## src/rtl/sat_addsub_serial.sv

```systemverilog
// sat_addsub_serial
//
// Nibble-serial 16-bit signed adder/subtractor with saturation.
// A single start pulse latches the operands and the operation. The datapath
// then walks four 4-bit nibbles, least-significant nibble first, one per clock.
// The finished result is clamped to the signed 16-bit range if it overflows.
//
// Ports
//   clk    in   1   rising-edge clock for all state
//   rst    in   1   synchronous active-high reset
//   start  in   1   begin an operation (only looked at while idle)
//   A      in  16   signed operand A
//   B      in  16   signed operand B
//   sub    in   1   0: A+B, 1: A-B
//   busy   out  1   operation in flight (CALC or DONE)
//   done   out  1   one-cycle pulse, Sum/Error valid
//   Sum    out 16   saturated signed result, held until the next result
//   Error  out  1   overflow occurred and Sum is saturated

module sat_addsub_serial (
  input  logic        clk,
  input  logic        rst,
  input  logic        start,
  input  logic [15:0] A,
  input  logic [15:0] B,
  input  logic        sub,
  output logic        busy,
  output logic        done,
  output logic [15:0] Sum,
  output logic        Error
);

  typedef enum logic [1:0] {
    IDLE = 2'd0,
    CALC = 2'd1,
    DONE = 2'd2
  } state_t;

  state_t      state;
  state_t      state_nxt;

  logic [15:0] a_reg;
  logic [15:0] bp_reg;
  logic [1:0]  cnt;
  logic        carry;
  logic [11:0] raw_lo;

  logic [3:0]  a_nib;
  logic [3:0]  b_nib;
  logic [4:0]  partial;
  logic [15:0] raw;
  logic        ovf;
  logic [15:0] sat_val;

  // State register; reset always wins over start.
  always_ff @(posedge clk) begin
    if (rst) begin
      state <= IDLE;
    end else begin
      state <= state_nxt;
    end
  end

  // Next-state logic. start is only honoured in IDLE, so a pulse during
  // CALC or DONE is dropped rather than queued.
  always_comb begin
    state_nxt = state;
    case (state)
      IDLE:    if (start) state_nxt = CALC;
      CALC:    if (cnt == 2'd3) state_nxt = DONE;
      DONE:    state_nxt = IDLE;
      default: state_nxt = IDLE;
    endcase
  end

  assign busy = (state == CALC) || (state == DONE);
  assign done = (state == DONE);

  // One nibble slice of the ripple adder. B is stored already conditionally
  // inverted. The carry register starts at sub, which completes the two's-
  // complement negation, so B=8000 needs no special-case handling.
  // The full raw word only exists combinationally while the top nibble is
  // being added.
  always_comb begin
    a_nib   = a_reg[{cnt, 2'b00} +: 4];
    b_nib   = bp_reg[{cnt, 2'b00} +: 4];
    partial = {1'b0, a_nib} + {1'b0, b_nib} + {4'b0000, carry};
    raw     = {partial[3:0], raw_lo};
    ovf     = (a_reg[15] == bp_reg[15]) && (raw[15] != a_reg[15]);
    sat_val = a_reg[15] ? 16'h8000 : 16'h7FFF;
  end

  // Operand capture, nibble accumulation and result update. Sum and Error
  // only change on the CALC -> DONE edge (or on reset).
  always_ff @(posedge clk) begin
    if (rst) begin
      a_reg  <= 16'h0000;
      bp_reg <= 16'h0000;
      cnt    <= 2'd0;
      carry  <= 1'b0;
      raw_lo <= 12'h000;
      Sum    <= 16'h0000;
      Error  <= 1'b0;
    end else begin
      case (state)
        IDLE: begin
          if (start) begin
            a_reg  <= A;
            bp_reg <= sub ? ~B : B;
            cnt    <= 2'd0;
            carry  <= sub;
            raw_lo <= 12'h000;
          end
        end
        CALC: begin
          carry <= partial[4];
          cnt   <= cnt + 2'd1;
          case (cnt)
            2'd0: raw_lo[3:0]  <= partial[3:0];
            2'd1: raw_lo[7:4]  <= partial[3:0];
            2'd2: raw_lo[11:8] <= partial[3:0];
            default: begin
              Sum   <= ovf ? sat_val : raw;
              Error <= ovf;
            end
          endcase
        end
        default: begin
        end
      endcase
    end
  end

endmodule
```

## config.mk

```make
export PLATFORM = sky130hd
export DESIGN_NAME = sat_addsub_serial
export DESIGN_NICKNAME = d
export VERILOG_FILES = /design/src/rtl/sat_addsub_serial.sv
export SDC_FILE = /design/constraint.sdc
export NUM_CORES = 1
export LEC_CHECK = 0
export ABC_AREA = 1
export ABC_CLOCK_PERIOD_IN_PS = 3000
export CAP_MARGIN = 10
export CORE_ASPECT_RATIO = 0.9
export CORE_MARGIN = 2
export CORE_UTILIZATION = 52
export CTS_CLUSTER_DIAMETER = 80
export DETAILED_ROUTE_END_ITERATION = 8
export PLACE_DENSITY_LB_ADDON = 0.12
export SLEW_MARGIN = 40
export SYNTH_ARGS = -nofsm -noshare
export SYNTH_HDL_FRONTEND = slang
export SYNTH_SLANG_ARGS = --single-unit
```

## constraint.sdc

```tcl
create_clock -name clk -period 3 [get_ports clk]
set_input_delay 0.45 -clock clk [delete_from_list [all_inputs] [get_ports clk]]
set_output_delay 0.45 -clock clk [all_outputs]
set_load 0.1 [all_outputs]
```

==> After elaboration in Yosys (flattened, before gate mapping) <==
Index checks and enable logic that the tools add are counted.
{ "totals": {"regBits": 66, "inputBits": 36, "out_inout_bits": 19, "word_cells": 57} }
{ "classes": {"n_addsub": 3, "n_eq_ne": 12, "shift": 2, "muxes": 15, "bitwise": 2, "n_reduce_logical": 13} }
{ "ops": {"columns": ["op", "count"], "rows": [
  ["16-bit two-way mux", 3],
  ["16-bit by 5-bit indexed part select with 4-bit output", 2],
  ["12-bit one-hot mux with 2 select lines", 1],
  ["16-bit NOT", 1],
  ["12-bit two-way mux", 1],
  ["4-bit two-way mux", 3],
  ["3-bit AND reduction", 3],
  ["2-bit one-hot mux with 2 select lines", 2],
  ["2-bit AND reduction", 4],
  ["2-bit equality test (second input constant)", 3],
  ["2-bit two-way mux", 3],
  ["2-bit by 1-bit != test with 1-bit output (second input constant)", 3],
  ["4-bit by 4-bit adder with 5-bit output", 1],
  ["5-bit by 1-bit adder with 5-bit output", 1],
  ["2-bit by 1-bit equality test with 1-bit output (second input constant)", 2],
  ["2-bit logical NOT", 2],
  ["2-bit != test (second input constant)", 2],
  ["3-bit OR reduction", 1],
  ["2-bit by 1-bit adder with 2-bit output (second input constant)", 1],
  ["1-bit one-hot mux with 2 select lines", 1],
  ["2-bit nonzero test", 1],
  ["1-bit equality test", 1],
  ["1-bit logical AND", 1],
  ["1-bit logical OR", 1],
  ["3 further kinds", 3]
]} }

==> Logic depth before layout (Yosys ltp) <==
{ "logic_depth": {"depth_word": 6, "mapped_depth": 14, "depth_no_buf": 11} }

==> Least setup slack after synthesis <==
OpenSTA, ideal clock, no wires.
{ "synth_path": {"path_type": "register to register", "start": "reg cnt[0]", "end": "reg raw_lo[2]", "setup_ns": 0.118, "arrival_ns": 2.240, "path_slack_ns": 0.642, "stages_incl_launch_ff": 12, "n_path_buf": 2, "cell_sequence": "dfxtp_1 -> buf_2 -> inv_1 -> buf_2 -> nor2_1 -> o22ai_1 -> fa_1 -> fa_1 -> xnor2_1 -> nor2_1 -> nor3_1 -> nor2_1"} }
{ "synth_between": {"elab_chain_len": 5, "word_cells_on_any_way": 9, "cone_classes": "add/sub (2); eq/ne (1); shift (2); mux (2); reduce/logical (2)"} }
{ "synth_lines": {"columns": ["item", "line_no", "source"], "rows": [
  ["from (decl)", "44", "logic [1:0] cnt;"],
  ["from (signal assigned)", "117", "cnt <= cnt + 2'd1;"],
  ["16-bit by 5-bit indexed part select with 4-bit output (on tied branches)", "85, 86", null],
  ["4-bit by 4-bit adder with 5-bit output", "87", "partial = {1'b0, a_nib} + {1'b0, b_nib} + {4'b0000, carry};"],
  ["5-bit by 1-bit adder with 5-bit output", "87", null],
  ["4-bit two-way mux", "118", "case (cnt)"],
  ["12-bit one-hot mux with 2 select lines", "105", "case (state)"],
  ["to (signal assigned)", "119", "2'd0: raw_lo[3:0] <= partial[3:0];"],
  ["to (decl)", "46", "logic [11:0] raw_lo;"]
]} }
Parallel ways exist; a longest one is shown, timed or not. The select of a mux whose other input is x is not followed.
A chain may end at the register's enable or synchronous reset.

==> Final worst setup path <==
{ "layout_path": {"start": "reg cnt[1]", "end": "reg raw_lo[2]"} }
Same word-level chain as after synthesis.

==> run metrics <==
CTS Hold Buffers Added 0; CP Max Fanout 12; DR iter-0 viols 155; CTS tree yes; critical-path cell list inv_1, o21ai_0, o22ai_1, fa_1, fa_1, xnor2_1, nor2_1, nor3_1, nor2_1; Vias 2689; Yosys reg bits 66; fmax 387 MHz; Layout Nets 481; ant diodes 0; Hold Path Stages 2; Via-to-Cell Ratio 5.30; largest net degree at the start of global routing 56; Netlist Area Pre-Place 3070 sq um; CTS sink count 66; total chip power 2.45 mW; Critical-path top delay cell dfxtp_1; crit path kind reg -> reg; Syn Inst Count 386; global route overflow 0; Routed Antenna Nets 0; Post-CTS Resized 0; status finished, final reports clean; final wirelength 6860 um; post-CTS setup buffers 0; CTS Buf Count 9; sequential share of the synthesized area 0.431; GPL Wtd Cong 0.817; setup tns final 0 ns; PwrDens 653 nW/um^2; Leak Pwr 1.54 nW; initial antenna violation count 0; Syn-to-layout area delta 22.5%; Buf/Inv on CP 1; worst r2r path cells 9; clk_lat worst skew 0.35 ns; Core Region 5690 sq um; port buffer count 54; Hold Crit Class reg -> reg; drt first pass iters 4; DPL Wire Length 4600 um; global-route usage over all layers 0.227; layout cells sized above 1 0.140; Crit path depth 9; final setup fails 0; Startpoint Class register; Clock Path Buffers 2; most frequent cells in the layout 67 x o21ai_0, 66 x dfxtp_1, 58 x nor2_1; # IOs 55; Die Span Y 76.9 um; die area 6530 sq um; VDD IR max 385 uV; Placement Rows 26; vias in the first global route 2532; syn nets 435; DRC 0; Final Cycle Share 0.861; Netlist cell types 27; Finished Cell Area 3760 sq um; Routed WL per cell 13.5 um; global-route wire length before repair 12000 um; Worst Clk Skew 0.00983 ns; RSZ-0062 raised after global routing false; Die W 85.0 um; commonest non-fill, non-tap cell in the layout o21ai_0; Worst setup EP type register; Pins Over Slew Limit 0; Critical Path AT 2.82 ns; Tmin final 2.58 ns; max incr delay on CP 0.55 ns; required time of the critical path 3.23 ns; Clk pin slew, worst setup/hold paths 0.07 ns; delay-heaviest family, CP adder cells; maxcap violations 0; Initial Utilization 0.539; area post-placement 3540 sq um; H-tree depth 3; final core utilization 0.660; CTS Root Buffer Type clkbuf_8; Worst R2R Setup Slack 0.42 ns; Syn Area/Cell 7.94 sq um; Least-Margin Pin Slew 0.531 ns; synth warn 0; final hold violations 0; headroom to the max-slew limit 0.645
power breakdown:
group | switching (mW) | internal, mW | total (mW)
clock | 0.347 | 0.466 | 0.812
combinational | 0.403 | 0.227 | 0.629
sequential | 0.0498 | 0.962 | 1.01
total | 0.800 | 1.65 | 2.45
synthesized netlist by cell type:
| cell type | number | area [sq um] |
|---|---|---|
| a21oi_2 | 1 | 8.76 |
| o22ai_1 | 8 | 50.1 |
| o21ai_0 | 67 | 335 |
| a21oi_1 | 48 | 240 |
| nor2_1 | 58 | 218 |
| or2_2 | 7 | 43.8 |
| nand2_4 | 1 | 11.3 |
| nand3_1 | 14 | 70.1 |
| xnor2_1 | 17 | 149 |
| buf_6 | 3 | 33.8 |
| inv_6 | 1 | 8.76 |
| o21ai_2 | 1 | 8.76 |
| inv_2 | 3 | 11.3 |
| ha_1 | 11 | 138 |
| clkbuf_1 | 9 | 33.8 |
| nand2_1 | 28 | 105 |
| inv_1 | 12 | 45.0 |
| fa_1 | 2 | 40.0 |
| dfxtp_1 | 66 | 1320 |
| o21ai_1 | 7 | 35.0 |
| nand3_2 | 4 | 40.0 |
| buf_2 | 7 | 35.0 |
| nor3_1 | 3 | 15.0 |
| a211oi_1 | 1 | 7.51 |
| buf_4 | 3 | 22.5 |
| nor2_4 | 3 | 33.8 |
| nand2_2 | 1 | 6.26 |
worst register-to-register path, stage by stage, from the launching register on:
cell and delay [ns]:
dfxtp_1 0.55, inv_1 0.23, o21ai_0 0.12, o22ai_1 0.13
fa_1 0.47, fa_1 0.42, xnor2_1 0.25, nor2_1 0.10
nor3_1 0.14, nor2_1 0.06
per-stage QoR:
step | worst slack (ns) | hold WS (ns) | cells
detailed placement | 0.502 | 0.451 | 491
finish | 0.416 | 0.468 | 507
CTS | 0.467 | 0.468 | 507
global placement | 0.604 | 0.454 | 491
global route | 0.172 | 0.482 | 507
floorplan | 0.642 | 0.434 | 386
worst paths after layout:
check                          from                endpoint
max             cnt[1]$_SDFFE_PP0P_  raw_lo[2]$_SDFFE_PP0P_
max reg2reg     cnt[1]$_SDFFE_PP0P_  raw_lo[2]$_SDFFE_PP0P_
min          raw_lo[6]$_SDFFE_PP0P_     Sum[6]$_SDFFE_PP0P_
min reg2reg  raw_lo[6]$_SDFFE_PP0P_     Sum[6]$_SDFFE_PP0P_
cell type report:
cell class,count,area [sq um]
inverters,16,65.1
multi-input cells,282,1560
well taps,70,87.6
clock buffers,9,124
flip-flops and latches,66,1320
clock inverters,7,93.8
repair buffers,57,510
fillers,509,1940
metal layers:
layer  vias up  wire length, um  GRT usage
met5         -                0          0
met4         0               80     0.0778
met3         9              419     0.0667
met2        68             3010      0.336
met1      1221             3360      0.315
li1       1391                -          -
cell families (layout without fill, tap and decap cells):
family / count (synthesis) / count (layout) / share of synthesized area
AO/OA/AOI/OAI: 133 / 133 / 0.224
XOR/XNOR: 17 / 17 / 0.0486
adder cells (fa/ha/maj): 13 / 13 / 0.0579
buffers and inverters: 38 / 89 / 0.0620
flip-flops: 66 / 66 / 0.431
AND/OR/NAND/NOR: 119 / 119 / 0.177
Note: power is estimated with default switching activity, not from simulation.
